$ cat config.mk
export PLATFORM = sky130hd
export DESIGN_NAME = way_select_encoder_flat
export DESIGN_NICKNAME = d
export VERILOG_FILES = /design/src/rtl/way_select_encoder_pkg.sv /design/src/rtl/way_select_encoder_if.sv /design/src/rtl/way_select_encoder_first_zero_finder.sv /design/src/rtl/way_select_encoder.sv /design/src/flat_wrapper.sv
export SDC_FILE = /design/constraint.sdc
export NUM_CORES = 1
export LEC_CHECK = 0
export ABC_AREA = 1
export ABC_CLOCK_PERIOD_IN_PS = 1430
export CAP_MARGIN = 25
export CORE_MARGIN = 4
export CORE_UTILIZATION = 46
export CTS_BUF_LIST = sky130_fd_sc_hd__clkbuf_2
export DETAILED_ROUTE_END_ITERATION = 6
export MAX_ROUTING_LAYER = met4
export PLACE_DENSITY = 0.82
export SETUP_SLACK_MARGIN = 0.3
export SYNTH_ARGS = -nofsm -noshare
export SYNTH_HDL_FRONTEND = slang
export SYNTH_SLANG_ARGS = --single-unit
$ cat constraint.sdc
create_clock -name clk -period 1.43 [get_ports clk]
set_input_delay 0.429 -clock clk [delete_from_list [all_inputs] [get_ports clk]]
set_output_delay 0.429 -clock clk [all_outputs]
set_load 0.01 [all_outputs]
$ cat src/rtl/way_select_encoder_pkg.sv
// Shared constants for the way select encoder: request mode encodings.
package way_sel_pkg;

  localparam logic MODE_DECODE = 1'b0;
  localparam logic MODE_ALLOC  = 1'b1;

endpackage

$ cat src/rtl/way_select_encoder_if.sv
// Request/result bundle between a cache controller (master) and the way select encoder (slave).
interface way_select_encoder_if #(
  parameter int WAYS = 8
);
  localparam int AW = $clog2(WAYS);

  logic            req_valid;
  logic            req_ready;
  logic            req_mode;
  logic [AW-1:0]   req_addr;
  logic [WAYS-1:0] way_valid;
  logic            sel_valid;
  logic            sel_ready;
  logic [WAYS-1:0] selector;
  logic [AW-1:0]   sel_index;
  logic            sel_alloc;

  modport master (
    output req_valid, req_mode, req_addr, way_valid, sel_ready,
    input  req_ready, sel_valid, selector, sel_index, sel_alloc
  );

  modport slave (
    input  req_valid, req_mode, req_addr, way_valid, sel_ready,
    output req_ready, sel_valid, selector, sel_index, sel_alloc
  );
endinterface

$ cat src/rtl/way_select_encoder_first_zero_finder.sv
// Lowest-index zero detector: reports whether any bit of vec_i is 0 and the index of the lowest one.
module first_zero_finder #(
  parameter int WIDTH = 8,
  localparam int IW   = $clog2(WIDTH)
) (
  input  logic [WIDTH-1:0] vec_i,
  output logic             found_o,
  output logic [IW-1:0]    idx_o
);

  // Scan from the top down so the last hit written is the lowest index.
  always_comb begin
    found_o = 1'b0;
    idx_o   = '0;
    for (int i = WIDTH - 1; i >= 0; i--) begin
      if (!vec_i[i]) begin
        found_o = 1'b1;
        idx_o   = IW'(i);
      end
    end
  end

endmodule

$ cat src/rtl/way_select_encoder.sv
// Way select encoder: one-hot decode of a way index, or victim selection (first invalid way, else round-robin).
module way_select_encoder
  import way_sel_pkg::*;
#(
  parameter int WAYS = 8,
  localparam int AW  = $clog2(WAYS)
) (
  input logic                clk,
  input logic                rst_n,
  way_select_encoder_if.slave bus
);

  logic            sel_valid_q, sel_valid_d;
  logic [WAYS-1:0] selector_q,  selector_d;
  logic [AW-1:0]   sel_index_q, sel_index_d;
  logic            sel_alloc_q, sel_alloc_d;
  logic [AW-1:0]   rr_ptr_q,    rr_ptr_d;

  logic            accept;
  logic            ffz_found;
  logic [AW-1:0]   ffz_idx;

  first_zero_finder #(.WIDTH(WAYS)) u_ffz (
    .vec_i   (bus.way_valid),
    .found_o (ffz_found),
    .idx_o   (ffz_idx)
  );

  assign bus.req_ready = !sel_valid_q || bus.sel_ready;
  assign accept        = bus.req_valid && bus.req_ready;

  // The pointer only moves when every way is valid; AW-bit wrap gives modulo WAYS.
  always_comb begin
    sel_valid_d = sel_valid_q;
    selector_d  = selector_q;
    sel_index_d = sel_index_q;
    sel_alloc_d = sel_alloc_q;
    rr_ptr_d    = rr_ptr_q;
    if (accept) begin
      sel_valid_d = 1'b1;
      sel_alloc_d = bus.req_mode;
      if (bus.req_mode == MODE_DECODE) begin
        sel_index_d = bus.req_addr;
      end else if (ffz_found) begin
        sel_index_d = ffz_idx;
      end else begin
        sel_index_d = rr_ptr_q;
        rr_ptr_d    = rr_ptr_q + AW'(1);
      end
      selector_d = {{(WAYS-1){1'b0}}, 1'b1} << sel_index_d;
    end else if (bus.sel_ready) begin
      sel_valid_d = 1'b0;
    end
  end

  always_ff @(posedge clk or negedge rst_n) begin
    if (!rst_n) begin
      sel_valid_q <= 1'b0;
      selector_q  <= '0;
      sel_index_q <= '0;
      sel_alloc_q <= 1'b0;
      rr_ptr_q    <= '0;
    end else begin
      sel_valid_q <= sel_valid_d;
      selector_q  <= selector_d;
      sel_index_q <= sel_index_d;
      sel_alloc_q <= sel_alloc_d;
      rr_ptr_q    <= rr_ptr_d;
    end
  end

  assign bus.sel_valid = sel_valid_q;
  assign bus.selector  = selector_q;
  assign bus.sel_index = sel_index_q;
  assign bus.sel_alloc = sel_alloc_q;

endmodule

$ cat src/flat_wrapper.sv
// flat-port wrapper written by rule: the top's interface ports become plain ports
module way_select_encoder_flat import way_sel_pkg::*;
#(
  parameter int WAYS = 8,
  localparam int AW  = $clog2(WAYS)
)
  (clk, rst_n, bus_req_valid, bus_req_mode, bus_req_addr, bus_way_valid, bus_sel_ready, bus_req_ready, bus_sel_valid, bus_selector, bus_sel_index, bus_sel_alloc);
  way_select_encoder_if #(.WAYS(WAYS)) bus_i ();
  input logic clk;
  input logic rst_n;
  input wire logic [$bits(bus_i.req_valid)-1:0] bus_req_valid;
  input wire logic [$bits(bus_i.req_mode)-1:0] bus_req_mode;
  input wire logic [$bits(bus_i.req_addr)-1:0] bus_req_addr;
  input wire logic [$bits(bus_i.way_valid)-1:0] bus_way_valid;
  input wire logic [$bits(bus_i.sel_ready)-1:0] bus_sel_ready;
  output wire logic [$bits(bus_i.req_ready)-1:0] bus_req_ready;
  output wire logic [$bits(bus_i.sel_valid)-1:0] bus_sel_valid;
  output wire logic [$bits(bus_i.selector)-1:0] bus_selector;
  output wire logic [$bits(bus_i.sel_index)-1:0] bus_sel_index;
  output wire logic [$bits(bus_i.sel_alloc)-1:0] bus_sel_alloc;
  assign bus_i.req_valid = bus_req_valid;
  assign bus_i.req_mode = bus_req_mode;
  assign bus_i.req_addr = bus_req_addr;
  assign bus_i.way_valid = bus_way_valid;
  assign bus_i.sel_ready = bus_sel_ready;
  assign bus_req_ready = bus_i.req_ready;
  assign bus_sel_valid = bus_i.sel_valid;
  assign bus_selector = bus_i.selector;
  assign bus_sel_index = bus_i.sel_index;
  assign bus_sel_alloc = bus_i.sel_alloc;
  way_select_encoder #(.WAYS(WAYS)) u_core (.clk(clk), .rst_n(rst_n), .bus(bus_i));
endmodule
==> impl.org <==
** Critical path
- Most common cell on crit path :: nand2_8
- The worst register-to-register path has a depth of 7.
- At the worst endpoint, the required time is 1.63 ns.
- STA classifies the critical path startpoint as a flip-flop.
- Data arrival time of the critical path :: 1.55 ns
- The critical path ends at u_core.rr_ptr_q[1].
- Crit path max-delay family :: flip-flops
- Timing startpoint of the critical path :: u_core.bus.sel_valid
- The largest single stage delay on the critical path is 0.47 ns.
- In this run the worst path has a maximum fanout of 3.
- Reg-to-reg startpoint :: u_core.bus.sel_valid
- Start-to-end type of the worst setup path :: flip-flop to flip-flop
- Worst reg2reg setup slack :: 0.08 ns
- End of the worst register-to-register path :: u_core.rr_ptr_q[1]
- For this design, the slowest cell found on the critical path is dfrtp_2.
- The signal on the critical path passes through nand2_8, buf_6, nand2_8, inv_4, nand2_4, nor2_4, mux2_4.
- Total number of cells along the worst setup path :: 7
- Counting both buffers and inverters, the worst setup path holds a total of 2.
- CP Capture Type :: flip-flop

** STA
- Final worst-path setup slack :: 0.0812 ns
- Setup violations remaining at the end of the flow were counted as 0.
- For the final database, setup skew stands at 0.00892 ns.
- Tightest Pin Transition :: 0.214 ns
- Subtracting the final worst setup slack from the clock period gives 1.35 ns.
- Final hold violations :: 0
- Unrepaired setup endpoints after global routing :: true
- Dividing the final minimum period by the clock period gives 0.943.
- Headroom to the max-slew limit :: 0.858
- Sum of negative setup slack :: 0 ns
- Derived from the worst setup path, the maximum achievable clock frequency is 0.741 GHz.
- Number of max-slew violations in the final report :: 0

** Detailed routing
- For this block, the initial DRC count from the detailed router was 20.
- Wire length per cell after detailed routing :: 12.6 um
- Before antenna repair, the detailed router went through 4 iterations.
- Number of design rule violations left after detail routing :: 0
- For this block, the via count after detailed routing is 871.
- After detailed routing, the number of vias per cell comes to 4.84.
- The detail route stage leaves a number of antenna-violating nets equal to 0.
- The final layout contains routed wiring with a total length of 2270 um.

** Clock network
- In this run the number of H-tree levels came out at 1.
- Number of CTS-inserted buffers :: 3
- Root buffer cell :: clkbuf_2
- Clock-pin slew was measured on the worst setup and hold paths at 0.15 ns.
- TritonCTS built the clock tree.
- The clock passes through at most 2 buffers.
- The clock reaches the later pin of the worst-skew pair after 0.29 ns.
- CTS saw 16 sinks.

** Pwr
- Largest vdd supply drop :: 0.592 mV
- The analysis attributes to cell leakage a power of 0.000758 uW.
- For this design the ratio of total power to cell area is 772 mW/mm^2.

** Synthesis
- Of the total synthesized cell area, the portion taken by full adders, half adders and majority gates is 0.0141.
- Counting distinct cell types in the post-synthesis netlist gives 20.
- A synthesized cell averages 8.61 um^2.
- In this run the cell area of the synthesized design comes to 887 um^2.
- In this run, synthesis produced a sequential element count of 16.
- The number of nets handed over by synthesis was 120.
- The complex-gate fraction of the synthesized area was 0.0254.
- Number of warnings issued by yosys :: 0
- After synthesis, the largest family of logic cells by area is simple AND/OR/NAND/NOR gates.
- Synthesis handed over a netlist of 103 instances.
- Of the total synthesized cell area, the portion taken by XOR and XNOR cells is 0.0197.
- Share of synthesized cell area in and, or, nand and nor gates :: 0.433
- Sequential area share after synthesis :: 0.451
- Of the post-synthesis cell area, the part taken by muxes is 0.0169.

** Floorplanning
- The floorplan step defined a core boundary enclosing 0.00178 mm^2.
- The die is 51.9 um tall.
- Starting density of the core :: 0.498
- Width of the chip :: 51.9 um
- In this run the count of I/O pins placed on the die edge is 30.
- The die covers 0.00270 mm^2.
- Row count :: 15

** Flow run
- Across the run, the number of max-cap violations was 0.

** Outcome
- The flow ran to the end, and the final reports show no timing, DRC or antenna violations.

** Placed design
- The congestion estimate from routability-driven global placement came to 0.742.
- Summed over all nets, the half-perimeter wirelength after detailed placement is 1630 um.
- Input and output buffers added on the ports amount to 29.
- Pre-CTS setup slack :: -0.601 ns

** Global route
- In the global route stage, met3 resource usage came out at 0.0544.
- Most heavily used metal layer in global routing :: met2
- For this run, the total global-route usage over all layers was measured as 0.190.
- The number of antenna violations at the first check in global routing is 0.
- Entering global routing, the biggest net connects 17 pins.
- First-pass GRT wire length :: 3750 um
- The via count of the first global-routing pass was 895.
- Aggregate global routing overflow :: 0
- Met2 Track Usage GR :: 0.335
- For this run, global-route usage on met1 was measured as 0.212.

** Cells and area
- Layout Nets :: 173
- Area growth syn-to-layout :: 56.7%
- Fill cells in the final layout number 113.
- Antenna Diode Count :: 0
- Share of final-layout standard cells stronger than drive strength 1 :: 0.542

** Hold path
- Hold Crit Class :: input pin to async pin
-- worst min path at each step --
| stage | to | slack (ns) | cells past startpoint |
|---|---|---|---|
| 2_1_floorplan | u_core.bus.sel_alloc | 0.13 | 0 |
| 3_3_place_gp | u_core.bus.selector[4] | 0.46 | 2 |
| 3_5_place_dp | u_core.bus.selector[4] | 0.46 | 2 |
| 4_1_cts | u_core.rr_ptr_q[1] | 0.44 | 2 |
| 5_1_grt | u_core.rr_ptr_q[1] | 0.42 | 2 |
| 6_report | u_core.bus.selector[1] | 0.44 | 2 |
-- flip-flops by register name, indices dropped and copies added, names as in the netlist --
register              cells
u_core.bus.selector       8
u_core.bus.sel_index      3
u_core.rr_ptr_q           3
u_core.bus.sel_alloc      1
u_core.bus.sel_valid      1
-- cell usage in the layout, fill, tap and decap left out, types with 2 or more instances in the layout --
| cell | instances |
|---|---|
| buf_6 | 8 |
| inv_1 | 4 |
| nand4_1 | 4 |
| xor2_1 | 2 |
| nand2_2 | 10 |
| nand2_4 | 6 |
| clkdlybuf4s50_1 | 4 |
| nand2_1 | 32 |
| nor2_4 | 4 |
| dfrtp_1 | 15 |
| buf_2 | 12 |
| nand3_2 | 6 |
| nand3_1 | 3 |
| inv_2 | 2 |
| clkbuf_2 | 10 |
| buf_4 | 15 |
| nand2_8 | 2 |
| nor2_1 | 2 |
-- logic make-up after synthesis --
| kind of cell | Yosys count |
|---|---|
| AOI/OAI and AO/OA | 3 |
| xor gates and xnor gates | 2 |
| adders and majority gates | 1 |
| buffers and inverters | 9 |
| DFF | 16 |
| muxes | 1 |
| and+or+nand+nor | 71 |
-- where the power goes --
part	switching [uW]	internal, uW
Combinational	180	174
Sequential	24.9	492
Clock	141	60.7
-- final cells by class --
cell class	count	area, um^2	share of cell area
multi-input cells	78	533	0.383
flip-flops and latches	16	402	0.289
repair buffers	49	368	0.265
inverters	8	37.5	0.0270
well taps	25	31.3	0.0225
clock buffers	3	15.0	0.0108
clock inverters	1	3.75	0.00270
-- synth_stat cells --
cell     instances  area share
nand2_2          7       0.049
mux2_4           1       0.017
nand4_1          4       0.028
nand2_4          3       0.038
o21ai_2          1      0.0099
o21ai_0          1      0.0056
nand3_1          8       0.045
nand2_8          1       0.023
dfrtp_1         16        0.45
inv_2            2      0.0085
or2_2            2       0.014
inv_1            6       0.025
nand3_2          1       0.011
nor2_4           4       0.051
xor2_1           2       0.020
ha_1             1       0.014
a21oi_2          1      0.0099
nand2_1         39        0.17
buf_2            1      0.0056
nor2_1           2      0.0085
-- metal layers --
| metal | part of all wire | vias to the layer above |
|---|---|---|
| li1 | - | 434 |
| met1 | 0.39 | 406 |
| met2 | 0.54 | 27 |
| met3 | 0.062 | 4 |
| met4 | 0.0079 | 0 |
| met5 | 0 | - |
-- timing repair --
item                                    in CTS  in global routing
pin swaps                                   16                 14
setup buffers                                9                  5
gates resized for setup                     91                 14
hold buffers                                 0                  0
endpoints found under the setup margin      30                 28
-- stage by stage --
stage	util	total power (uW)	area (um^2)	std cells	hold WS [ns]
6_report	0.780	1070	1390	180	0.441
5_1_grt	0.780	1130	1390	180	0.422
2_1_floorplan	-	669	942	103	0.133
4_1_cts	0.767	1050	1370	175	0.444
3_3_place_gp	0.731	843	1300	162	0.458
3_5_place_dp	0.731	851	1300	162	0.464
No activity file was read; power rests on OpenSTA's default activity.
